===== src/rtl/fc_pkg.sv =====
// rtl/fc_pkg.sv - shared types and requantization helper for the fc neuron driver
package fc_pkg;

  localparam int FC_WIDTH = 8;
  localparam int FC_IN    = 128;

  typedef enum logic [1:0] {
    ST_FILL   = 2'd0,
    ST_SETTLE = 2'd1,
    ST_OUT    = 2'd2
  } state_t;

  // z is post-ReLU, so it is shifted as unsigned and clamped to width bits
  function automatic logic [31:0] sat_shift(input logic [63:0] z, input int shift, input int width);
    logic [63:0] v;
    v = z >> shift;
    if (v >= (64'd1 << width))
      return 32'((64'd1 << width) - 64'd1);
    return 32'(v);
  endfunction

endpackage


===== src/rtl/act_bank.sv =====
// rtl/act_bank.sv - activation register file with indexed write and clear-all-but-index
module act_bank #(
  parameter int WIDTH = 8,
  parameter int IN    = 128
) (
  input  logic                     clk,
  input  logic                     rst,
  input  logic                     i_we,
  input  logic                     i_clr_others,
  input  logic [$clog2(IN)-1:0]    i_idx,
  input  logic [WIDTH-1:0]         i_data,
  output logic [WIDTH-1:0]         o_x [0:IN-1]
);

  always_ff @(posedge clk or posedge rst) begin
    if (rst) begin
      for (int i = 0; i < IN; i++) o_x[i] <= '0;
    end else if (i_we) begin
      for (int i = 0; i < IN; i++) begin
        if (i_idx == ($clog2(IN))'(i))
          o_x[i] <= i_data;
        else if (i_clr_others)
          o_x[i] <= '0;
      end
    end
  end

endmodule


===== src/rtl/fc_frame_driver.sv =====
// rtl/fc_frame_driver.sv - deserializes activations for one neuron layer and requantizes its result
module fc_frame_driver
  import fc_pkg::*;
#(
  parameter int WIDTH  = FC_WIDTH,
  parameter int IN     = FC_IN,
  parameter int ZW     = 2*WIDTH + $clog2(IN),
  parameter int SETTLE = 2,
  parameter int SHIFT  = 8
) (
  input  logic              clk,
  input  logic              rst,
  input  logic [WIDTH-1:0]  in_data,
  input  logic              in_valid,
  input  logic              in_last,
  output logic              in_ready,
  output logic [WIDTH-1:0]  x_out [0:IN-1],
  input  logic [ZW-1:0]     z_in,
  output logic [ZW-1:0]     out_raw,
  output logic [WIDTH-1:0]  out_q,
  output logic              out_valid,
  input  logic              out_ready,
  output logic              frame_err,
  input  logic              err_clr
);

  localparam int CW = $clog2(IN);

  state_t          r_state;
  logic [CW-1:0]   r_cnt;
  logic [3:0]      r_settle;

  logic            w_acc;
  logic            w_at_end;
  logic            w_frame_end;
  logic [WIDTH-1:0] w_q;

  assign in_ready    = (r_state == ST_FILL);
  assign w_acc       = in_valid && in_ready;
  assign w_at_end    = (r_cnt == CW'(IN-1));
  assign w_frame_end = w_acc && (in_last || w_at_end);
  assign w_q         = WIDTH'(sat_shift(64'(z_in), SHIFT, WIDTH));

  act_bank #(.WIDTH(WIDTH), .IN(IN)) u_bank (
    .clk          (clk),
    .rst          (rst),
    .i_we         (w_acc),
    .i_clr_others (r_cnt == '0),
    .i_idx        (r_cnt),
    .i_data       (in_data),
    .o_x          (x_out)
  );

  always_ff @(posedge clk or posedge rst) begin
    if (rst) begin
      r_state   <= ST_FILL;
      r_cnt     <= '0;
      r_settle  <= '0;
      out_raw   <= '0;
      out_q     <= '0;
      out_valid <= 1'b0;
    end else begin
      case (r_state)
        ST_FILL: begin
          if (w_frame_end) begin
            r_cnt    <= '0;
            r_state  <= ST_SETTLE;
            r_settle <= 4'(SETTLE-1);
          end else if (w_acc) begin
            r_cnt <= r_cnt + 1'b1;
          end
        end
        // x_out is frozen here so the combinational tree sees a stable vector
        ST_SETTLE: begin
          if (r_settle == '0) begin
            out_raw   <= z_in;
            out_q     <= w_q;
            out_valid <= 1'b1;
            r_state   <= ST_OUT;
          end else begin
            r_settle <= r_settle - 1'b1;
          end
        end
        ST_OUT: begin
          if (out_ready) begin
            out_valid <= 1'b0;
            r_state   <= ST_FILL;
          end
        end
        default: r_state <= ST_FILL;
      endcase
    end
  end

  // a length error on the same cycle as a clear must survive
  always_ff @(posedge clk or posedge rst) begin
    if (rst)
      frame_err <= 1'b0;
    else if (w_acc && (in_last != w_at_end))
      frame_err <= 1'b1;
    else if (err_clr)
      frame_err <= 1'b0;
  end

endmodule


===== config.mk =====
export PLATFORM = sky130hd
export DESIGN_NAME = fc_frame_driver
export DESIGN_NICKNAME = d
export VERILOG_FILES = /design/src/rtl/fc_pkg.sv /design/src/rtl/act_bank.sv /design/src/rtl/fc_frame_driver.sv
export SDC_FILE = /design/constraint.sdc
export NUM_CORES = 2
export LEC_CHECK = 0
export ABC_AREA = 1
export CAP_MARGIN = 0
export CORE_AREA = 4 4 430 432
export DETAILED_ROUTE_END_ITERATION = 8
export DIE_AREA = 0 0 434 436
export GPL_TIMING_DRIVEN = 1
export HOLD_SLACK_MARGIN = 0.12
export PLACE_DENSITY_LB_ADDON = 0.1
export SYNTH_ARGS = -nofsm -noshare
export SYNTH_HDL_FRONTEND = slang
export SYNTH_SLANG_ARGS = --single-unit

===== constraint.sdc =====
create_clock -name clk -period 33.4 [get_ports clk]
set_clock_uncertainty 0.1 [all_clocks]
set_input_delay 5.01 -clock clk [delete_from_list [all_inputs] [get_ports clk]]
set_output_delay 5.01 -clock clk [all_outputs]
set_load 0.02 [all_outputs]

==> results.sh <==
export IMPL_number_of_enable_flip_flop_cells_after_synthesis=0
export IMPL_hp_class="register to register"
export IMPL_cell_type_with_the_largest_total_area_after_synthesis="sky130_fd_sc_hd__dfrtp_1"
export IMPL_placed_cell_area_mm2=0.0580
export IMPL_num_nets_final=6174
export IMPL_detail_route_first_pass_iterations=5
export IMPL_worstSetupStartpointType="primary input"
export IMPL_clkSlewWorstSetupHoldPaths_ns=0.06
export IMPL_finalSetupTns_ns=0
export IMPL_global_route_overflow_total=0
export IMPL_post_synth_top_area_fraction=0.597
export IMPL_hold_worst_slack_ns=0.369
export IMPL_dr_first_iter_drc_count=3394
export IMPL_ys_ff_latch=1070
export IMPL_globalplace_congestion=0.806
export IMPL_post_route_period_util=0.291
export IMPL_pwr_density_cell_mw_per_mm2=58.7
export IMPL_hold_viol=0
export IMPL_place_hpwl_um=160000
export IMPL_timing_final_ws_setup_ns=23.67
export IMPL_status="finished clean"
export IMPL_finalMaxSlewViolations=0
export IMPL_worst_pin_slew_ns=1.21
export IMPL_synth_simple_gate_area_frac=0.351
export IMPL_first_pass_grt_wire_length_um=330000
export IMPL_ant_nets=0
export IMPL_yosysSeqAreaShare=0.597
export IMPL_synth_compound_area_frac=0.00686
export IMPL_main_combinational_cell_family_by_area_after_synthesis="simple AND/OR/NAND/NOR gates"
export IMPL_netlist_top_cells_count="sky130_fd_sc_hd__nand2_1, sky130_fd_sc_hd__nand3_1, sky130_fd_sc_hd__dfrtp_1"
export IMPL_synth_adder_area_share=0.00195
export IMPL_synthesis_yosys_warnings=0
export IMPL_crit_path_end_kind="register"
export IMPL_netlist_cell_type_count=31
export IMPL_grt_max_degree=213
export IMPL_cts_tree="yes"
export IMPL_most_instantiated_flip_flop_cell_in_the_synthesis_netlist="sky130_fd_sc_hd__dfrtp_1"
export IMPL_timing_worst_setup_path_type="primary input to register"
export IMPL_core_region_area_mm2=0.181
export IMPL_postLayoutCoreUtil=0.347
export IMPL_dieWidth_um=434
export IMPL_total_leakage_power_nw=31.2
export IMPL_totalWireLength_um=235000
export IMPL_nFillCells=18600
export IMPL_number_of_global_route_vias_before_repair=40500
export IMPL_async_reset_ff_frac=1.00
export IMPL_antenna_found_initial=6
export IMPL_area_of_the_die_mm2=0.189
export IMPL_cp_data_arrival_time_ns=10.35
export IMPL_cts_hold_buffers_added=0
export IMPL_die_h_um=436
export IMPL_ctsResizeCount=0
export IMPL_unrepaired_setup_endpoints_after_global_routing="false"
export IMPL_clk_latency_ns=0.80
export IMPL_route_detailed_drc=0
export IMPL_postLayoutCellArea_mm2=0.0626
export IMPL_cts_inserted_buffers=138
export IMPL_syn_area_per_cell_um2=8.74
export IMPL_htree_num_levels=4
export IMPL_drv_max_cap_violation_count=0
export IMPL_ioPinCount=1095
export IMPL_grt_total_usage=0.242
export IMPL_placement_setup_worst_slack_ns=22.90
export IMPL_cell_with_the_most_instances_after_synthesis="sky130_fd_sc_hd__nand2_1"
export IMPL_min_period_ns=9.73
export IMPL_post_synth_xor_area_fraction=0.000390
export IMPL_syn_nets=5180
export IMPL_port_buffers=1094
export IMPL_synthTopCellsByArea="sky130_fd_sc_hd__dfrtp_1, sky130_fd_sc_hd__nand2_1, sky130_fd_sc_hd__nand3_1"
export IMPL_worst_slew_margin_rel=0.190
export IMPL_fmax_mhz=103
export IMPL_cts_root_to_sink_buffers=3
export IMPL_route_vias_total=40900
export IMPL_cts_num_sinks=1070
export IMPL_root_driver="sky130_fd_sc_hd__clkbuf_16"
export IMPL_critical_path_max_fanout=212
export IMPL_floorplan_rows=156
export IMPL_routed_len_inst_um=27.3
export IMPL_routed_via_density=4.75
export IMPL_initial_utilization=0.249
export IMPL_netlist_instances=5136
export IMPL_vdd_drop_max_uv=67.8
export IMPL_post_synth_mux_area_share=0
export IMPL_worst_endpoint_required_ns=34.02
export IMPL_cts_setup_buffers=0
export IMPL_setup_viol=0
export IMPL_syn_to_final_growth_pct=39.5
export IMPL_mappedNetlistArea_mm2=0.0449
export IMPL_share_of_cells_above_drive_strength_1=0.0726
[state kept, by name, indices dropped and copies added (netlist names)]
| signal | cells |
|---|---|
| frame_err | 1 |
| out_q | 8 |
| out_raw | 23 |
| out_valid | 1 |
| r_cnt | 7 |
| r_settle | 4 |
| r_state | 2 |
| u_bank.o_x | 1024 |
[placed cells by master, fill, tap and decap left out, drive strengths merged]
master / Yosys / layout
bufinv: 0 / 6
nor3: 139 / 139
buf: 189 / 75
inv: 112 / 117
nand3: 1289 / 1289
a21oi: 4 / 4
dfrtp: 1070 / 1070
clkbuf: 118 / 207
nor2: 94 / 94
clkinvlp: 0 / 3
o31ai: 1 / 1
clkdlybuf4s50: 0 / 1086
xor2: 2 / 2
o21ai: 56 / 56
diode: 0 / 2
clkinv: 13 / 38
ha: 7 / 7
nand2: 2033 / 2033
nor4: 1 / 1
nand4: 8 / 8
[through the flow]
step                      cells  power (mW)
after global placement     8360        2.18
after global routing       8606        3.84
after detailed placement   8360        2.18
final                      8608        3.67
after CTS                  8606        3.73
after floorplan            5136        1.87
[final timing paths]
kind	slack [ns]	from	end	depth (start not counted)
max in group asynchronous	24.03	rst	u_bank.o_x[680]$_DFFE_PP0P_	8
worst min register to register	0.37	u_bank.o_x[121]$_DFFE_PP0P_	u_bank.o_x[121]$_DFFE_PP0P_	2
worst max-delay path	23.67	in_valid	u_bank.o_x[578]$_DFFE_PP0P_	9
worst max register to register	27.71	r_state[0]$_DFFE_PP0P_	u_bank.o_x[578]$_DFFE_PP0P_	9
min in group asynchronous	4.64	rst	u_bank.o_x[302]$_DFFE_PP0P_	3
worst min-delay path	0.37	u_bank.o_x[121]$_DFFE_PP0P_	u_bank.o_x[121]$_DFFE_PP0P_	2
[critical path, cell delays in order]
cell	delay (ns)
sky130_fd_sc_hd__clkdlybuf4s50_1	0.48
sky130_fd_sc_hd__nand2_4	0.53
sky130_fd_sc_hd__inv_8	0.35
sky130_fd_sc_hd__nand2_8	0.66
sky130_fd_sc_hd__buf_4	0.91
sky130_fd_sc_hd__buf_4	0.87
sky130_fd_sc_hd__buf_12	0.65
sky130_fd_sc_hd__nand3_1	0.17
sky130_fd_sc_hd__nand2_1	0.13
[metal layers]
metal / vias up / GRT usage / wire, µm
li1: 18800 / - / -
met1: 20500 / 0.303 / 96500
met2: 1335 / 0.394 / 111000
met3: 301 / 0.0633 / 16200
met4: 0 / 0.104 / 11000
met5: - / 0 / 0
[area by class of cell]
class / instances / area [µm²] / share of cell area
flip-flops and latches: 1070 / 26800 / 0.428
multi-input cells: 3634 / 16200 / 0.259
repair buffers: 1161 / 11500 / 0.184
clock buffers: 207 / 4020 / 0.0643
well taps: 2370 / 2970 / 0.0474
clock inverters: 39 / 579 / 0.00926
inverters: 125 / 483 / 0.00772
diodes: 2 / 5.00 / 0.0000800
[where the power goes]
group	total [mW]	leakage [nW]	switching, mW	internal, mW
clock network	1.53	2.24	0.638	0.888
logic	0.767	14.1	0.609	0.158
registers	1.38	14.9	0.0332	1.35
total	3.67	31.2	1.28	2.39
[kinds of logic after synthesis]
family,count (synthesis)
DFF,1070
xor gates and xnor gates,2
AOI/OAI and AO/OA,61
adders and majority gates,7
and+or+nand+nor,3564
buffers and inverters,432
Power figures use the tool's default switching activity.
